==> src/rtl/dmem_arbiter.sv <==
// dmem_arbiter: 16x8 single-port data memory shared by two requesters through a
// round-robin arbiter (port 0 = processor load/store, port 1 = loader/debug).
// Ports: clk, rst (sync, active-high);
//        reqN/weN/addrN/wdataN in, gntN/rvalidN/rdataN out for N = 0,1;
//        err  - pulse in RESP when the granted access was out of range;
//        busy - high whenever the FSM is not IDLE.
// Build option: define DMEM_PRELOAD_EN to have reset load the demo operands
// (mem[0]=EC, mem[1]=0A, mem[2]=02, rest 0); otherwise memory survives reset.
module dmem_arbiter #(
    parameter int DATA_W = 8,
    parameter int ADDR_W = 8,
    parameter int DEPTH  = 16
) (
    input  logic              clk,
    input  logic              rst,
    input  logic              req0,
    input  logic              we0,
    input  logic [ADDR_W-1:0] addr0,
    input  logic [DATA_W-1:0] wdata0,
    output logic              gnt0,
    output logic              rvalid0,
    output logic [DATA_W-1:0] rdata0,
    input  logic              req1,
    input  logic              we1,
    input  logic [ADDR_W-1:0] addr1,
    input  logic [DATA_W-1:0] wdata1,
    output logic              gnt1,
    output logic              rvalid1,
    output logic [DATA_W-1:0] rdata1,
    output logic              err,
    output logic              busy
);
    localparam int AW = (DEPTH > 1) ? $clog2(DEPTH) : 1;
    localparam logic [ADDR_W-1:0] LIMIT = ADDR_W'(DEPTH);

    typedef enum logic [1:0] {IDLE, ACCESS, RESP} state_t;

    state_t            state;
    logic              last;
    logic              win;
    logic              l_we;
    logic [ADDR_W-1:0] l_addr;
    logic [DATA_W-1:0] l_wdata;
    logic [DATA_W-1:0] mem [DEPTH];
    logic              in_range;
    logic              pick;
    logic              wr;
    logic [DATA_W-1:0] rd_word;

    // On a tie the port that was not served last wins; a lone request always wins.
    assign pick     = (req0 && req1) ? !last : req1;
    assign in_range = l_addr < LIMIT;
    assign wr       = (state == ACCESS) && l_we && in_range;
    assign rd_word  = in_range ? mem[l_addr[AW-1:0]] : '0;

    always_ff @(posedge clk) begin
`ifdef DMEM_PRELOAD_EN
        if (rst) begin
            for (int i = 0; i < DEPTH; i++) mem[i] <= '0;
            mem[0] <= DATA_W'(8'hEC);
            mem[1] <= DATA_W'(8'h0A);
            mem[2] <= DATA_W'(8'h02);
        end else
`endif
        // A write whose ACCESS cycle coincides with reset is abandoned.
        if (!rst && wr) mem[l_addr[AW-1:0]] <= l_wdata;
    end

    always_ff @(posedge clk) begin
        if (rst) begin
            state   <= IDLE;
            last    <= 1'b1;
            win     <= 1'b0;
            l_we    <= 1'b0;
            l_addr  <= '0;
            l_wdata <= '0;
            gnt0    <= 1'b0;
            gnt1    <= 1'b0;
            rvalid0 <= 1'b0;
            rvalid1 <= 1'b0;
            rdata0  <= '0;
            rdata1  <= '0;
            err     <= 1'b0;
            busy    <= 1'b0;
        end else begin
            gnt0    <= 1'b0;
            gnt1    <= 1'b0;
            rvalid0 <= 1'b0;
            rvalid1 <= 1'b0;
            err     <= 1'b0;
            case (state)
                IDLE: if (req0 || req1) begin
                    state   <= ACCESS;
                    busy    <= 1'b1;
                    win     <= pick;
                    last    <= pick;
                    l_we    <= pick ? we1 : we0;
                    l_addr  <= pick ? addr1 : addr0;
                    l_wdata <= pick ? wdata1 : wdata0;
                    gnt0    <= !pick;
                    gnt1    <= pick;
                end
                ACCESS: begin
                    state <= RESP;
                    err   <= !in_range;
                    if (!l_we && !win) begin
                        rvalid0 <= 1'b1;
                        rdata0  <= rd_word;
                    end
                    if (!l_we && win) begin
                        rvalid1 <= 1'b1;
                        rdata1  <= rd_word;
                    end
                end
                RESP: begin
                    state <= IDLE;
                    busy  <= 1'b0;
                end
                default: begin
                    state <= IDLE;
                    busy  <= 1'b0;
                end
            endcase
        end
    end
endmodule

==> config.mk <==
export PLATFORM = sky130hd
export DESIGN_NAME = dmem_arbiter
export DESIGN_NICKNAME = d
export VERILOG_FILES = /design/src/rtl/dmem_arbiter.sv
export SDC_FILE = /design/constraint.sdc
export NUM_CORES = 1
export LEC_CHECK = 0
export CORE_MARGIN = 5
export CORE_UTILIZATION = 24
export DETAILED_ROUTE_END_ITERATION = 8
export PLACE_DENSITY_LB_ADDON = 0.2
export SETUP_SLACK_MARGIN = 0.15
export SYNTH_ARGS = -nofsm -noshare
export SYNTH_HDL_FRONTEND = slang
export SYNTH_SLANG_ARGS = --single-unit
==> constraint.sdc <==
create_clock -name clk -period 2.3 [get_ports clk]
set_clock_uncertainty 0.05 [all_clocks]
set_input_delay 0.575 -clock clk [delete_from_list [all_inputs] [get_ports clk]]
set_output_delay 0.575 -clock clk [all_outputs]
set_load 0.01 [all_outputs]
==> results.md <==
- Commonest register cell after synthesis: sky130_fd_sc_hd__edfxtp_1
- Antenna violations before repair: 0
- Area of the die: 32,200 um^2
- Height of the chip: 179 um
- Number of global-route vias before repair: 4,176
- Final cell count without fillers: 956
- GPL Wtd Cong: 0.769
- First-pass GRT wire length: 25.4 mm
- Final worst path period share: 88.3%
- CP max FO: 8
- Library cell occupying the most area in the post-synthesis netlist: sky130_fd_sc_hd__edfxtp_1
- Synthesized Nets: 511
- Initial Util: 24.2%
- Actual transition at the worst max-transition pin: 0.648 ns
- Standby leakage power: 2.94 nW
- Achievable Freq: 0.492 GHz
- Proportion of netlist area held by the largest area contributor: 55.9%
- Setup repair after global routing missed its margin: no
- Type of element capturing the critical path: flip-flop
- Most used cells in the layout excluding fill and tap cells: sky130_fd_sc_hd__edfxtp_1 (128), sky130_fd_sc_hd__mux2i_1 (81), sky130_fd_sc_hd__clkdlybuf4s50_1 (58)
- Number of filler cells placed in the layout: 2,836
- Critical path startpoint category: flip-flop
- Total setup violations reported at the end of the flow: 0
- FF-to-FF path depth: 5
- Cell count after synthesis: 473
- Routed Wire Length: 17.1 mm
- Core Box Area: 28,500 um^2
- Path type of the worst min-delay path: reg -> reg
- Post-route cell area: 8820 um^2
- Sequential standard cell area: 4790 um^2
- Max-slew headroom at the worst pin: 56.8%
- Clock buffers created by TritonCTS: 17
- Warnings from Yosys: 0
- Clock tree from TritonCTS: built
- H-tree depth: 4
- Routed Antenna Nets: 0
- Post-placement cell count: 922
- Maximum number of pins on one net before global-route repair: 37
- Drt drc: 0
- Sequential area share after synthesis: 69.5%
- Pins Over Slew Limit: 0
- Overflow after GRT: 0
- Drt via density: 4.35
- Number of maximum-capacitance violations: 0
- Iter 0 DRT Violations: 307
- Number of core rows: 62
- Setup CP Type: reg -> reg
- Avg Inst Size Synth: 14.5 um^2
- Total power density per cell area: 827 nW/um^2
- Number of flip-flops and latches in the synthesized netlist: 175
- Proportion of register bits with asynchronous set or reset after synthesis: 0%
- Number of synthesized flops with an enable pin: 128
- Number of nets in the layout: 597
- Clock latency on the worst-skew pair: 0.43 ns
- Run status: finished clean
- Fraction of layout instances using a drive strength above 1: 15.4%
- Number of I/O pins: 60
- Cell depth of the worst min-delay path: 2
- Total via count in the routed design: 4,160
- Post-DP HPWL: 11.9 mm
- Syn-to-layout area delta: 28.2%
- All-layer global routing usage: 10.9%
- Cell types occupying the most area after synthesis: sky130_fd_sc_hd__edfxtp_1 (56%), sky130_fd_sc_hd__dfxtp_1 (14%), sky130_fd_sc_hd__mux2i_1 (12%)
- VDD IR-drop max: 0.439 mV
- Maximum buffer depth of the clock tree: 2
- Final antenna diode count: 0
- Setup TNS: 0 ns
- Most frequent standard cell in the layout excluding fill and tap cells: sky130_fd_sc_hd__edfxtp_1
- Required time of the critical path: 2.39 ns
- Root buffer cell: sky130_fd_sc_hd__clkbuf_16
- X dimension of the die: 179 um
- Minimum period implied by the final worst setup slack: 2.03 ns
- Port-buffer cells: 59
- Arrival time of data at the critical path endpoint: 2.12 ns
- Area of combinational cells with multiple inputs: 1980 um^2
- Share of the core filled with cells in the final layout: 31.0%
- Placed cell areas: 8180 um^2
- Sum of internal, switching and leakage power: 0.00729 W
- Hold buffer count at cts: 0
- Post-synthesis instance area: 6880 um^2
- WL/cell: 17.9 um
- Clock Pin Slew Worst Setup and Hold Paths: 0.07 ns
- Number of different library cells in the post-synthesis netlist: 33
- Final hold viol count: 0
- Detailed-routing iteration count for the pre-antenna-repair pass: 4
- Number of clock sinks: 175
flip-flops by register name, indices dropped and copies added, names as in the netlist, named ones only:
signal   flops
busy         1
err          1
gnt0         1
gnt1         1
l_addr       8
l_wdata      8
l_we         1
last         1
mem        128
rdata0       8
rdata1       8
rvalid0      1
rvalid1      1
state        2
win          1
layer usage:
| layer | part of all wire, % | track usage, % | up-vias | wire length [um] |
|---|---|---|---|---|
| met5 | 0 | 0 | - | 0 |
| met4 | 1.6 | 3.55 | 0 | 266 |
| met3 | 5.3 | 2.90 | 18 | 903 |
| met2 | 48 | 17.8 | 118 | 8280 |
| met1 | 45 | 14.3 | 2012 | 7660 |
| li1 | - | - | 2012 | - |
final timing paths:
| kind | start | slack [ns] | to |
|---|---|---|---|
| worst min register to register | rdata1[4] | 0.40 | rdata1[4] |
| worst min-delay path | rdata1[4] | 0.40 | rdata1[4] |
| worst max register to register | l_addr[4] | 0.27 | mem[0][0] |
| worst max-delay path | l_addr[4] | 0.27 | mem[0][0] |
cell usage after synthesis, types with 2 or more instances:
master / n
sky130_fd_sc_hd__dfxtp_1: 47
sky130_fd_sc_hd__buf_2: 10
sky130_fd_sc_hd__edfxtp_1: 128
sky130_fd_sc_hd__a21oi_1: 2
sky130_fd_sc_hd__nand2_1: 22
sky130_fd_sc_hd__inv_1: 3
sky130_fd_sc_hd__a211oi_1: 19
sky130_fd_sc_hd__nand3b_1: 2
sky130_fd_sc_hd__a22oi_1: 30
sky130_fd_sc_hd__nand3_1: 18
sky130_fd_sc_hd__and2_1: 2
sky130_fd_sc_hd__mux2i_1: 81
sky130_fd_sc_hd__nand4_1: 32
sky130_fd_sc_hd__nor2_1: 32
sky130_fd_sc_hd__nor2b_1: 2
sky130_fd_sc_hd__nor2_4: 2
sky130_fd_sc_hd__nor3_1: 4
sky130_fd_sc_hd__buf_4: 3
sky130_fd_sc_hd__nand2b_1: 3
sky130_fd_sc_hd__clkbuf_1: 11
sky130_fd_sc_hd__nor3_4: 2
sky130_fd_sc_hd__and3_1: 2
sky130_fd_sc_hd__o21a_1: 3
sky130_fd_sc_hd__buf_6: 4
worst max-delay path: stages, from the launching register on:
cell                      delay, ns
sky130_fd_sc_hd__dfxtp_1       0.32
sky130_fd_sc_hd__nor4_1        0.31
sky130_fd_sc_hd__and3_4        0.23
sky130_fd_sc_hd__or3b_4        0.47
sky130_fd_sc_hd__nor3_4        0.22
sky130_fd_sc_hd__buf_12        0.15
kinds of logic (layout without fill, tap and decap cells):
| kind of cell | Yosys count | after routing | share of synthesized area [%] |
|---|---|---|---|
| AOI/OAI and AO/OA | 56 | 56 | 6.00 |
| and+or+nand+nor | 129 | 129 | 10.2 |
| DFF | 175 | 175 | 69.5 |
| muxes | 81 | 81 | 11.8 |
| buffers and inverters | 32 | 131 | 2.53 |
what timing repair did:
item                                    in CTS  in global routing
buffers inserted                             0                  2
endpoints found under the setup margin       8                 94
pin swaps                                    2                  3
resized for setup                            1                  3
final cells by class:
| cell class | instances | share of cell area (%) |
|---|---|---|
| Multi-Input combinational cell | 266 | 22.5 |
| Tap cell | 384 | 5.45 |
| Sequential cell | 175 | 54.3 |
| Clock buffer | 17 | 4.82 |
| Inverter | 3 | 0.128 |
| Clock inverter | 15 | 2.10 |
| Timing Repair Buffer | 96 | 10.7 |
power breakdown:
group,switching [W],internal [W],leakage [nW]
Clock,0.00122,0.00173,0.293
Combinational,0.000454,0.000320,1.09
Sequential,0.0000798,0.00349,1.55
Total,0.00175,0.00554,2.94
per-stage QoR:
step,hold slack (ns),worst slack (ns)
floorplan,0.384,0.0650
global placement,0.398,-0.317
detailed placement,0.392,-0.324
CTS,0.408,0.163
global route,0.435,0.196
finish,0.404,0.268
Power figures use the tool's default switching activity.
